--- config.mk ---
export PLATFORM = sky130hd
export DESIGN_NAME = aes_shiftrow_pipe
export DESIGN_NICKNAME = d
export VERILOG_FILES = /design/src/rtl/aes_pkg.sv /design/src/rtl/aes_row_rotate.sv /design/src/rtl/aes_shiftrow_pipe.sv
export SDC_FILE = /design/constraint.sdc
export NUM_CORES = 1
export LEC_CHECK = 0
export ABC_AREA = 1
export BUFFER_PORTS_ARGS = -buffer_cell sky130_fd_sc_hd__buf_2
export CAP_MARGIN = 20
export CORE_MARGIN = 2
export CORE_UTILIZATION = 35
export DETAILED_ROUTE_END_ITERATION = 6
export MAX_ROUTING_LAYER = met4
export PLACE_DENSITY_LB_ADDON = 0.3
export SYNTH_ARGS = -nofsm -noshare
export SYNTH_HDL_FRONTEND = slang
export SYNTH_HIERARCHICAL = 1
export SYNTH_SLANG_ARGS = --single-unit
--- constraint.sdc ---
create_clock -name clk -period 2.7 [get_ports clk]
set_clock_uncertainty 0.1 [all_clocks]
set_input_delay 0.27 -clock clk [delete_from_list [all_inputs] [get_ports clk]]
set_output_delay 0.27 -clock clk [all_outputs]
set_load 0.02 [all_outputs]
--- src/rtl/aes_pkg.sv ---
// aes_pkg: shared helpers for the AES ShiftRows datapath.
//   shift_ofs(nb, r) : row rotation offset for an nb-column state
//   byte_idx(r, c)   : column-major byte index (byte 0 sits at the MSBs)
//   nb_legal(nb)     : true for the supported column counts 4, 6 and 8
package aes_pkg;

  localparam int unsigned NumRows = 4;

  // Rijndael offsets: {0,1,2,3} for 4/6 columns, {0,1,3,4} for 8 columns.
  function automatic int unsigned shift_ofs(input int unsigned nb, input int unsigned r);
    int unsigned ofs;
    ofs = r;
    if (nb == 8 && r >= 2) begin
      ofs = r + 1;
    end
    return ofs;
  endfunction

  function automatic int unsigned byte_idx(input int unsigned r, input int unsigned c);
    return r + NumRows * c;
  endfunction

  function automatic bit nb_legal(input int unsigned nb);
    return (nb == 4) || (nb == 6) || (nb == 8);
  endfunction

endpackage

--- src/rtl/aes_row_rotate.sv ---
// aes_row_rotate: purely combinational NB-column ShiftRows permutation for one direction.
//   NB      : state column count
//   DEC     : 0 = ShiftRows (out(r,c) = in(r,c+s)), 1 = InvShiftRows (out(r,c) = in(r,c-s))
//   state_i : input state, column-major, byte 0 at the MSBs
//   state_o : permuted state
module aes_row_rotate
  import aes_pkg::*;
#(
  parameter int unsigned  NB  = 4,
  parameter bit           DEC = 1'b0,
  localparam int unsigned W   = 32 * NB
) (
  input  logic [W-1:0] state_i,
  output logic [W-1:0] state_o
);

  for (genvar r = 0; r < NumRows; r++) begin : g_row
    for (genvar c = 0; c < NB; c++) begin : g_col
      localparam int unsigned Ofs     = shift_ofs(NB, r);
      // Adding NB before subtracting keeps the inverse index non-negative.
      localparam int unsigned SrcCol  = DEC ? (c + NB - Ofs) % NB : (c + Ofs) % NB;
      localparam int unsigned DstByte = byte_idx(r, c);
      localparam int unsigned SrcByte = byte_idx(r, SrcCol);
      assign state_o[W-1-8*DstByte -: 8] = state_i[W-1-8*SrcByte -: 8];
    end
  end

endmodule

--- src/rtl/aes_shiftrow_pipe.sv ---
// aes_shiftrow_pipe: valid/ready pipelined AES ShiftRows / InvShiftRows stage.
//   Parameters: NB (4, 6 or 8 columns), REG_IN (1 adds an input register stage).
//   Ports:
//     clk, rst_n          : clock, asynchronous active-low reset
//     in_valid / in_ready : input handshake; in_ready comes only from registered occupancy
//     in_dec              : 0 = ShiftRows, 1 = InvShiftRows, travels with its transaction
//     in_data             : input state (W = 32*NB bits)
//     out_valid/out_ready : output handshake from a 2-entry skid buffer
//     out_data            : transformed state (head of the buffer)
//   Build macro AES_SHIFTROW_INV_EN: when defined, in_dec selects the inverse permutation;
//   otherwise in_dec is ignored and only the forward permutation is built.
module aes_shiftrow_pipe
  import aes_pkg::*;
#(
  parameter int unsigned  NB     = 4,
  parameter int unsigned  REG_IN = 0,
  localparam int unsigned W      = 32 * NB
) (
  input  logic         clk,
  input  logic         rst_n,
  input  logic         in_valid,
  output logic         in_ready,
  input  logic         in_dec,
  input  logic [W-1:0] in_data,
  output logic         out_valid,
  input  logic         out_ready,
  output logic [W-1:0] out_data
);

  if (!nb_legal(NB)) begin : g_bad_nb
    $fatal(1, "aes_shiftrow_pipe: NB must be 4, 6 or 8");
  end

  logic         src_valid;
  logic         src_dec;
  logic [W-1:0] src_data;
  logic [W-1:0] xf_data;
  logic         push;
  logic         pop;

  logic [1:0]   count_q, count_d;
  logic [W-1:0] ent0_q, ent0_d;
  logic [W-1:0] ent1_q, ent1_d;

  assign in_ready  = (count_q != 2'd2);
  assign out_valid = (count_q != 2'd0);
  assign out_data  = ent0_q;
  assign pop       = out_valid & out_ready;
  // The buffer only takes a new entry while it has room, so a push never meets a full buffer.
  assign push      = src_valid & in_ready;

  // Optional input register stage.
  if (REG_IN != 0) begin : g_reg_in
    logic         stg_valid_q;
    logic         stg_dec_q;
    logic [W-1:0] stg_data_q;

    // Whenever in_ready is high the stage drains into the buffer, so loading it is safe.
    always_ff @(posedge clk or negedge rst_n) begin
      if (!rst_n) begin
        stg_valid_q <= 1'b0;
        stg_dec_q   <= 1'b0;
        stg_data_q  <= '0;
      end else if (in_valid && in_ready) begin
        stg_valid_q <= 1'b1;
        stg_dec_q   <= in_dec;
        stg_data_q  <= in_data;
      end else if (push) begin
        stg_valid_q <= 1'b0;
      end
    end

    assign src_valid = stg_valid_q;
    assign src_dec   = stg_dec_q;
    assign src_data  = stg_data_q;
  end else begin : g_no_reg_in
    assign src_valid = in_valid;
    assign src_dec   = in_dec;
    assign src_data  = in_data;
  end

`ifdef AES_SHIFTROW_INV_EN
  logic [W-1:0] enc_data;
  logic [W-1:0] dec_data;

  aes_row_rotate #(
    .NB  (NB),
    .DEC (1'b0)
  ) u_rot_enc (
    .state_i (src_data),
    .state_o (enc_data)
  );

  aes_row_rotate #(
    .NB  (NB),
    .DEC (1'b1)
  ) u_rot_dec (
    .state_i (src_data),
    .state_o (dec_data)
  );

  assign xf_data = src_dec ? dec_data : enc_data;
`else
  aes_row_rotate #(
    .NB  (NB),
    .DEC (1'b0)
  ) u_rot_enc (
    .state_i (src_data),
    .state_o (xf_data)
  );

  // Mode is carried but has no consumer in the forward-only build.
  logic unused_dec;
  assign unused_dec = src_dec;
`endif

  // Two-entry skid buffer; ent0 is always the head presented on out_data.
  always_comb begin
    count_d = count_q;
    ent0_d  = ent0_q;
    ent1_d  = ent1_q;
    case ({push, pop})
      2'b10: begin
        if (count_q == 2'd0) begin
          ent0_d = xf_data;
        end else begin
          ent1_d = xf_data;
        end
        count_d = count_q + 2'd1;
      end
      2'b01: begin
        ent0_d  = ent1_q;
        count_d = count_q - 2'd1;
      end
      2'b11: begin
        // push implies count < 2 and pop implies count > 0: exactly one entry, replace it.
        ent0_d = xf_data;
      end
      default: ;
    endcase
  end

  always_ff @(posedge clk or negedge rst_n) begin
    if (!rst_n) begin
      count_q <= 2'd0;
      ent0_q  <= '0;
      ent1_q  <= '0;
    end else begin
      count_q <= count_d;
      ent0_q  <= ent0_d;
      ent1_q  <= ent1_d;
    end
  end

endmodule
# Yosys cells after proc, flatten, opt, wreduce, memory -nomap -nowiden
# Index checks and enable logic that the tools add are counted.
dict set report word_totals {
  reg_bits 258
  inputBits 133
  ramBits 0
  latchBits 0
  memories 0
  elab_cells 22
  romBits 0
}
dict set report classes {
  n_mux 3
  div_mod_pow 0
  multipliers 0
  bitwise_logic 3
  magnitude_cmp 0
  n_addsub 2
  shifts 0
  reduce_logical 6
  eq_ne 5
}
# operator n
set ops {}
lappend ops {{$pmux W128 S3} 1}
lappend ops {{$mux W128} 1}
lappend ops {{$eq A2 B2 Y1 const B} 2}
lappend ops {{$ne A2 B2 Y1 const B} 2}
lappend ops {{$pmux W2 S2} 1}
lappend ops {{$reduce_and A2 Y1} 2}
lappend ops {{$reduce_bool A2 Y1} 2}
lappend ops {{$reduce_bool A3 Y1} 1}
lappend ops {{$add A2 B1 Y2 const B} 1}
lappend ops {{$and A1 B1 Y1} 2}
lappend ops {{$eq A2 B1 Y1 const B} 1}
lappend ops {{$logic_not A2 Y1} 1}
lappend ops {{$sub A2 B1 Y2 const B} 1}
lappend ops {{$not A1 Y1} 1}

# Depth between registers and ports, before layout
# Gate-level depths: netlist (run 1).
dict set report logic_depth {
  ltp_word 5
  ltp_mapped 11
  depth_no_buf 9
}

# Modules after synthesis
# The synthesis (run 1) kept the hierarchy.
# module area_each_um2 cells_each seq_area_each_um2 n_inst
set modules_own_cells {}
lappend modules_own_cells {aes_shiftrow_pipe 11457.2 1402 6456.2 1}
lappend modules_own_cells {aes_row_rotate 960.9 128 0.0 1}

# Least setup slack after synthesis (run 1)
# Ideal clock, no wire load.
dict set report synth_timing {
  path_kind {register -> register}
  startpoint {reg count_q[1]}
  endpoint {reg ent0_q[80], in the netlist out_data[80]}
  setup_time_ps 117
  path_stages_with_launch 12
  arrival_time_ps 1867
  period_less_slack_ps 2084
  slack_ps 616
  path_buffers 4
  cell_sequence {dfrtp_1 -> o21ai_2 -> clkbuf_1 -> inv_1 -> ha_1 -> buf_4 -> buf_4 -> buf_4 -> nand2_1 -> o21ai_0 -> nand2_1 -> nand2_1}
}
dict set report synth_via {
  elab_chain_cells 5
  word_cells_on_any_way 12
}
# item line
set synth_lines {}
lappend synth_lines {{start, declared} aes_shiftrow_pipe.sv:41} ;# logic [1:0] count_q, count_d;
lappend synth_lines {{start signal, assigned} aes_shiftrow_pipe.sv:149} ;# count_q <= count_d;
lappend synth_lines {{$ne A2 B2 Y1 / $reduce_bool A2 Y1 (equally long branches)} {aes_shiftrow_pipe.sv:45, aes_shiftrow_pipe.sv:46}}
lappend synth_lines {{$and A1 B1 Y1 (on tied branches)} {aes_shiftrow_pipe.sv:50, aes_shiftrow_pipe.sv:48}}
lappend synth_lines {{$eq A2 B2 Y1 / $eq A2 B1 Y1 (equally long branches)} aes_shiftrow_pipe.sv:122} ;# case ({push, pop})
lappend synth_lines {{$ne A2 B2 Y1 (no line) / $reduce_bool A3 Y1 (equally long branches)} n/a}
lappend synth_lines {{$reduce_and A2 Y1 (no line)} n/a}
lappend synth_lines {{end signal, assigned} aes_shiftrow_pipe.sv:150} ;# ent0_q <= ent0_d;
lappend synth_lines {{end, declared} aes_shiftrow_pipe.sv:42} ;# logic [W-1:0] ent0_q, ent0_d;
# Several ways; a longest one is shown, not always the timed one.
# A chain may end at the register's enable or synchronous reset.

# Final worst setup path (run 1)
dict set report layout_timing {
  startpoint {reg count_q[1]}
  endpoint {reg ent0_q[90], in the netlist out_data[90]}
}
# The elaborated chain is that of the path after synthesis.

==> impl_metrics.tcl, run 1 <==
set metrics [dict create \
    wl_per_cell_um 14.44 \
    cts.sinks 258 \
    synth-xor-area-share 0.0007053 \
    cts_resized 0 \
    setup_viol 0 \
    htreeDepth 1 \
    yosysTopAreaCell "dfrtp_1" \
    drv_cap 0 \
    cts_root_buf "clkbuf_16" \
    clk_latency_ns 0.54 \
    setup_ws_ns 0.5071 \
    leakage_nw 8.165 \
    synth_top_family_by_area "simple AND/OR/NAND/NOR gates" \
    seq_area_frac_synth 0.5199 \
    rr_worst_depth 4 \
    mostFrequentLayoutCell "nand2_1" \
    hpwl_um 19390 \
    final_layout_size_suffix_gt1_frac 0.1928 \
    routabilityCongestion 0.7713 \
    die-width_um 192.4 \
    slew_viol_final 0 \
    track_usage 0.1802 \
    grt_max_degree 109 \
    syn_avg_cell_area_um2 8.116 \
    initial_core_util 0.3577 \
    wirelength_um 32280 \
    cts_tree "built" \
    rsz0062_at_grt "false" \
    synth_fa_ha_area_frac 0.002015 \
    tns_ns 0 \
    die_area_um2 37000 \
    area_growth_pct 25.14 \
    antenna_found_initial 6 \
    dpl.cell_count 2044 \
    firstDrtPassIters 5 \
    grt-ovfl-total 0 \
    timing.final.crit_share 0.8122 \
    io_buffers 261 \
    design.core.area_um2 34710 \
    final_cell_mix "nand2_1 (518), buf_2 (260), dfrtp_1 (258)" \
    drtAntennaViolNets 0 \
    ff_latch_area_um2 6456 \
    worst_hold_path_type "input port to register" \
    syn_area_um2 12420 \
    preCtsSetupSlack_ns 0.4879 \
    mappedNetlistNets 1665 \
    drt-initial-drc-count 441 \
    synth-compound-area-share 0.1039 \
    worstMarginPinSlew_ns 0.9976 \
    synthTopCellsByArea "dfrtp_1 (52%), nand2_1 (16%), buf_4 (8.1%), o21ai_0 (5.5%), nand3_1 (5.2%)" \
    grt_pass1_wl_um 52770 \
    grt_pass1_vias 10320 \
    synth_top_area_frac 0.5199 \
    peakVddDrop_mv 0.5842 \
    whs_path_depth 4 \
    worst-setup-path-type "register to register" \
    hold_viol_final 0 \
    worstPathArrival_ns 2.57 \
    clk_path_buf_depth 3 \
    vias 10330 \
    status "completed" \
    cts_buffers 31 \
    post_cts_buffers 0 \
    p_total_w 0.01797 \
    required_ns 3.07 \
    final_cells 2235 \
    layout_min_cycle_time_ns 2.193 \
    drc 0 \
    die_h_um 192.4 \
    crit_path_max_fanout 79 \
    fin_util 0.4477 \
    rows 68 \
    path_clk_slew_ns 0.06 \
    synth_simple_gate_area_share 0.2110 \
    cts.hold.buffers_added 129 \
    io_pins 263 \
    relSlewSlack 0.3349 \
    start_kind "register" \
    via_per_inst 4.621 \
    end_kind "register" \
    synthMuxAreaShare 0 \
    power.density_nw_per_um2 1157 \
    fin_nets 1886 \
    netlist_instances 1530 \
    ys_types 17 \
    synth-seq-cells 258 \
    fmax_mhz 456.0 \
    yosysWarnings 6 \
    multiInputGateArea_um2 3986 \
    num-fill-cells 3413 \
]
==> state kept, by name, indices dropped and copies added (netlist names) <==
name	count
ent1_q	128
out_data	128
count_q	2
==> cells by family after synthesis <==
kind of cell | count (synthesis)
flops | 258
compound gates | 257
simple gates | 652
buf+inv | 360
xor+xnor | 1
fa+ha+maj | 2
==> worst max-delay path, stage by stage (launching register included) <==
cell and delay, ns:
dfrtp_1 0.44, o21ai_4 0.40, buf_4 0.83, nand3_1 0.16
nand2_1 0.12
==> final timing paths <==
kind                                             start                  endpoint  slack (ns)
min in group asynchronous                        rst_n  out_data[86]$_DFFE_PN0P_        0.17
worst min-delay path                         out_ready  out_data[18]$_DFFE_PN0P_        0.05
worst max-delay path            count_q[1]$_DFFE_PN0P_  out_data[90]$_DFFE_PN0P_        0.51
worst max register to register  count_q[1]$_DFFE_PN0P_  out_data[90]$_DFFE_PN0P_        0.51
worst min register to register   ent1_q[2]$_DFFE_PN0P_     ent1_q[2]$_DFFE_PN0P_        0.38
max in group asynchronous                        rst_n     ent1_q[2]$_DFFE_PN0P_        1.48
==> layer usage <==
metal  vias up  part of all wire  track usage
met3        36             0.072      0.03637
met2       304              0.45       0.2900
met5         -                 0            -
met4         0             0.015      0.04110
met1      4849              0.46       0.2350
li1       5140                 -            -
==> through the flow <==
step | hold slack, ns | area, um2
finish | 0.04639 | 15540
global route | 0.05897 | 15540
global placement | 0.1680 | 13170
floorplan | -0.1256 | 12420
CTS | 0.02458 | 15520
detailed placement | 0.1588 | 13170
==> cells in the mapped netlist (all sizes together) <==
library cell  number
nand2            521
dfrtp            258
o21ai            257
buf              210
inv              134
nand3            130
clkbuf            16
ha                 2
nand4              1
xnor2              1
==> power by group <==
part           internal, W  total, W  switching [W]
clock network      0.00267   0.00433        0.00166
logic              0.00238   0.00693        0.00455
registers          0.00571   0.00671        0.00100
==> layout make-up <==
type                       instances  area share
antenna                            6   0.0009662
clock buffer                      45     0.05781
clock inverter                    11     0.01039
inverter                         134     0.03237
multi-input combinational        912      0.2565
sequential                       258      0.4155
tap                              455     0.03663
timing repair buffer             414      0.1899
Power figures use the tool's default switching activity.
==> run 2: changes to the inputs <==
==> constraint.sdc (replaced) <==
create_clock -name clk -period 2.2 [get_ports clk]
set_clock_uncertainty 0.1 [all_clocks]
set_input_delay 0.22 -clock clk [delete_from_list [all_inputs] [get_ports clk]]
set_output_delay 0.22 -clock clk [all_outputs]
set_load 0.02 [all_outputs]
==> impl_metrics.tcl, run 2 (synthesized netlist as in run 1, its figures left out) <==
set metrics [dict create \
    status "completed" \
    die_h_um 192.4 \
    via_per_inst 4.593 \
    timing.final.crit_share 0.9184 \
    drv_cap 0 \
    worstMarginPinSlew_ns 0.5510 \
    grt_pass1_vias 10040 \
    reg2reg_from "count_q[0]$_DFFE_PN0P_" \
    cts_buffers 30 \
    dr_wl_met2_um 14650 \
    wirelength_um 32000 \
    cts_root_buf "clkbuf_16" \
    mostFrequentLayoutCell "nand2_1" \
    path_depth 9 \
    hpwl_um 19420 \
    final_cell_mix "nand2_1 (518), buf_2 (260), dfrtp_1 (258)" \
    end_kind "register" \
    die-width_um 192.4 \
    peakVddDrop_mv 0.7047 \
    fin_nets 1892 \
    wl_per_cell_um 14.29 \
    r2r_setup_slack_ns 0.18 \
    io_buffers 261 \
    cp-endpoint "ent1_q[34]$_DFFE_PN0P_" \
    highest_layer "met4" \
    io_pins 263 \
    setup_viol 0 \
    fmax_mhz 494.9 \
    r2r_end "ent1_q[34]$_DFFE_PN0P_" \
    cp_top_family "buffers and inverters" \
    cts_resized 0 \
    worst-setup-path-type "register to register" \
    rr_worst_depth 9 \
    design.core.area_um2 34710 \
    antenna_found_initial 4 \
    grt_pass1_wl_um 51580 \
    crit_start "count_q[0]$_DFFE_PN0P_" \
    holdWs_ns 0.08205 \
    drc 0 \
    track_usage 0.1765 \
    crit_buf_inv 3 \
    clk_latency_ns 0.55 \
    crit_path_max_fanout 110 \
    leakage_nw 8.205 \
    met1_length_um 14780 \
    firstDrtPassIters 7 \
    clk_path_buf_depth 3 \
    tns_ns 0 \
    worstPathArrival_ns 2.39 \
    hold_viol_final 0 \
    worstPathCellList "inv_2 > nand2_1 > nand2_1 > inv_1 > ha_1 > nand2_4 > buf_12 > nand2_1 > o21ai_1" \
    final_layout_size_suffix_gt1_frac 0.1954 \
    vias 10290 \
    drt-initial-drc-count 413 \
    cts.hold.buffers_added 129 \
    slew_viol_final 0 \
    cts.sinks 258 \
    start_kind "register" \
    path_clk_slew_ns 0.06 \
    required_ns 2.57 \
    multiInputGateArea_um2 3986 \
    slowest_stage "dfrtp_1" \
    layout_min_cycle_time_ns 2.020 \
    grt_max_degree 111 \
    max_stage_delay_ns 0.45 \
    ff_latch_area_um2 6456 \
    p_total_w 0.02201 \
    rsz0062_at_grt "false" \
    area_growth_pct 26.04 \
    post_cts_buffers 0 \
    initial_core_util 0.3577 \
    rows 68 \
    drtAntennaViolNets 0 \
    num-fill-cells 3417 \
    worst_hold_path_type "input port to register" \
    die_area_um2 37000 \
    power.density_nw_per_um2 1406 \
    relSlewSlack 0.6327 \
    routabilityCongestion 0.7794 \
    cts_tree "built" \
    dr_wl_met3_um 1937 \
    htreeDepth 1 \
    crit_top_cell "nand2_1" \
    grt-ovfl-total 0 \
]
[run 2: changes by cell type in the layout (fill, tap and decap cells not counted)]
cell and delta:
clkinvlp_4 +3, buf_4 -2, inv_6 -1, clkinv_2 +1
bufinv_16 -1, buf_12 +9, clkbuf_1 +1, clkbuf_8 -3
diode_2 -2
[run 2: through the flow]
step	setup slack (ns)	cells	cell area, um2	util
2_1_floorplan	0.1164	1530	12420	-
6_report	0.1795	2240	15650	0.4509
4_1_cts	0.1860	2236	15640	0.4506
3_3_place_gp	0.2406	2051	13340	0.3843
3_5_place_dp	0.2088	2051	13340	0.3843
5_1_grt	0.03705	2240	15650	0.4509
[run 2: routing by layer]
layer | GRT usage | vias to the layer above
met3 | 0.03637 | 44
met1 | 0.2300 | 4867
li1 | - | 5147
met4 | 0.03964 | 0
met2 | 0.2840 | 230
met5 | - | -
[run 2: final cells by class]
type	count	share of cell area
Tap cell	455	0.03637
Antenna cell	4	0.0006395
Inverter	134	0.03214
Multi-Input combinational cell	912	0.2547
Timing Repair Buffer	421	0.1991
Clock inverter	13	0.009593
Clock buffer	43	0.05500
Sequential cell	258	0.4125
[run 2: worst register-to-register path, cell delays in order (launching register included)]
cell	delay, ns
dfrtp_1	0.45
inv_2	0.14
nand2_1	0.08
nand2_1	0.13
inv_1	0.06
ha_1	0.22
nand2_4	0.10
buf_12	0.33
nand2_1	0.24
o21ai_1	0.10
[run 2: how the worst min path moves through the flow]
stage                     slack (ns)       from  cells past startpoint                   endpoint
after floorplan                -0.18      rst_n                      0     count_q[0]$_DFFE_PN0P_
after global placement           0.1      rst_n                      1   out_data[84]$_DFFE_PN0P_
after detailed placement         0.1      rst_n                      1   out_data[84]$_DFFE_PN0P_
after CTS                       0.06   in_valid                      4     count_q[0]$_DFFE_PN0P_
after global routing            0.08   in_valid                      4     count_q[0]$_DFFE_PN0P_
final                           0.08  out_ready                      5  out_data[115]$_DFFE_PN0P_
[run 2: report_power, final]
part / internal [W] / switching [W]
Combinational: 0.00309 / 0.00561
Sequential: 0.00701 / 0.00122
Clock: 0.00306 / 0.00202
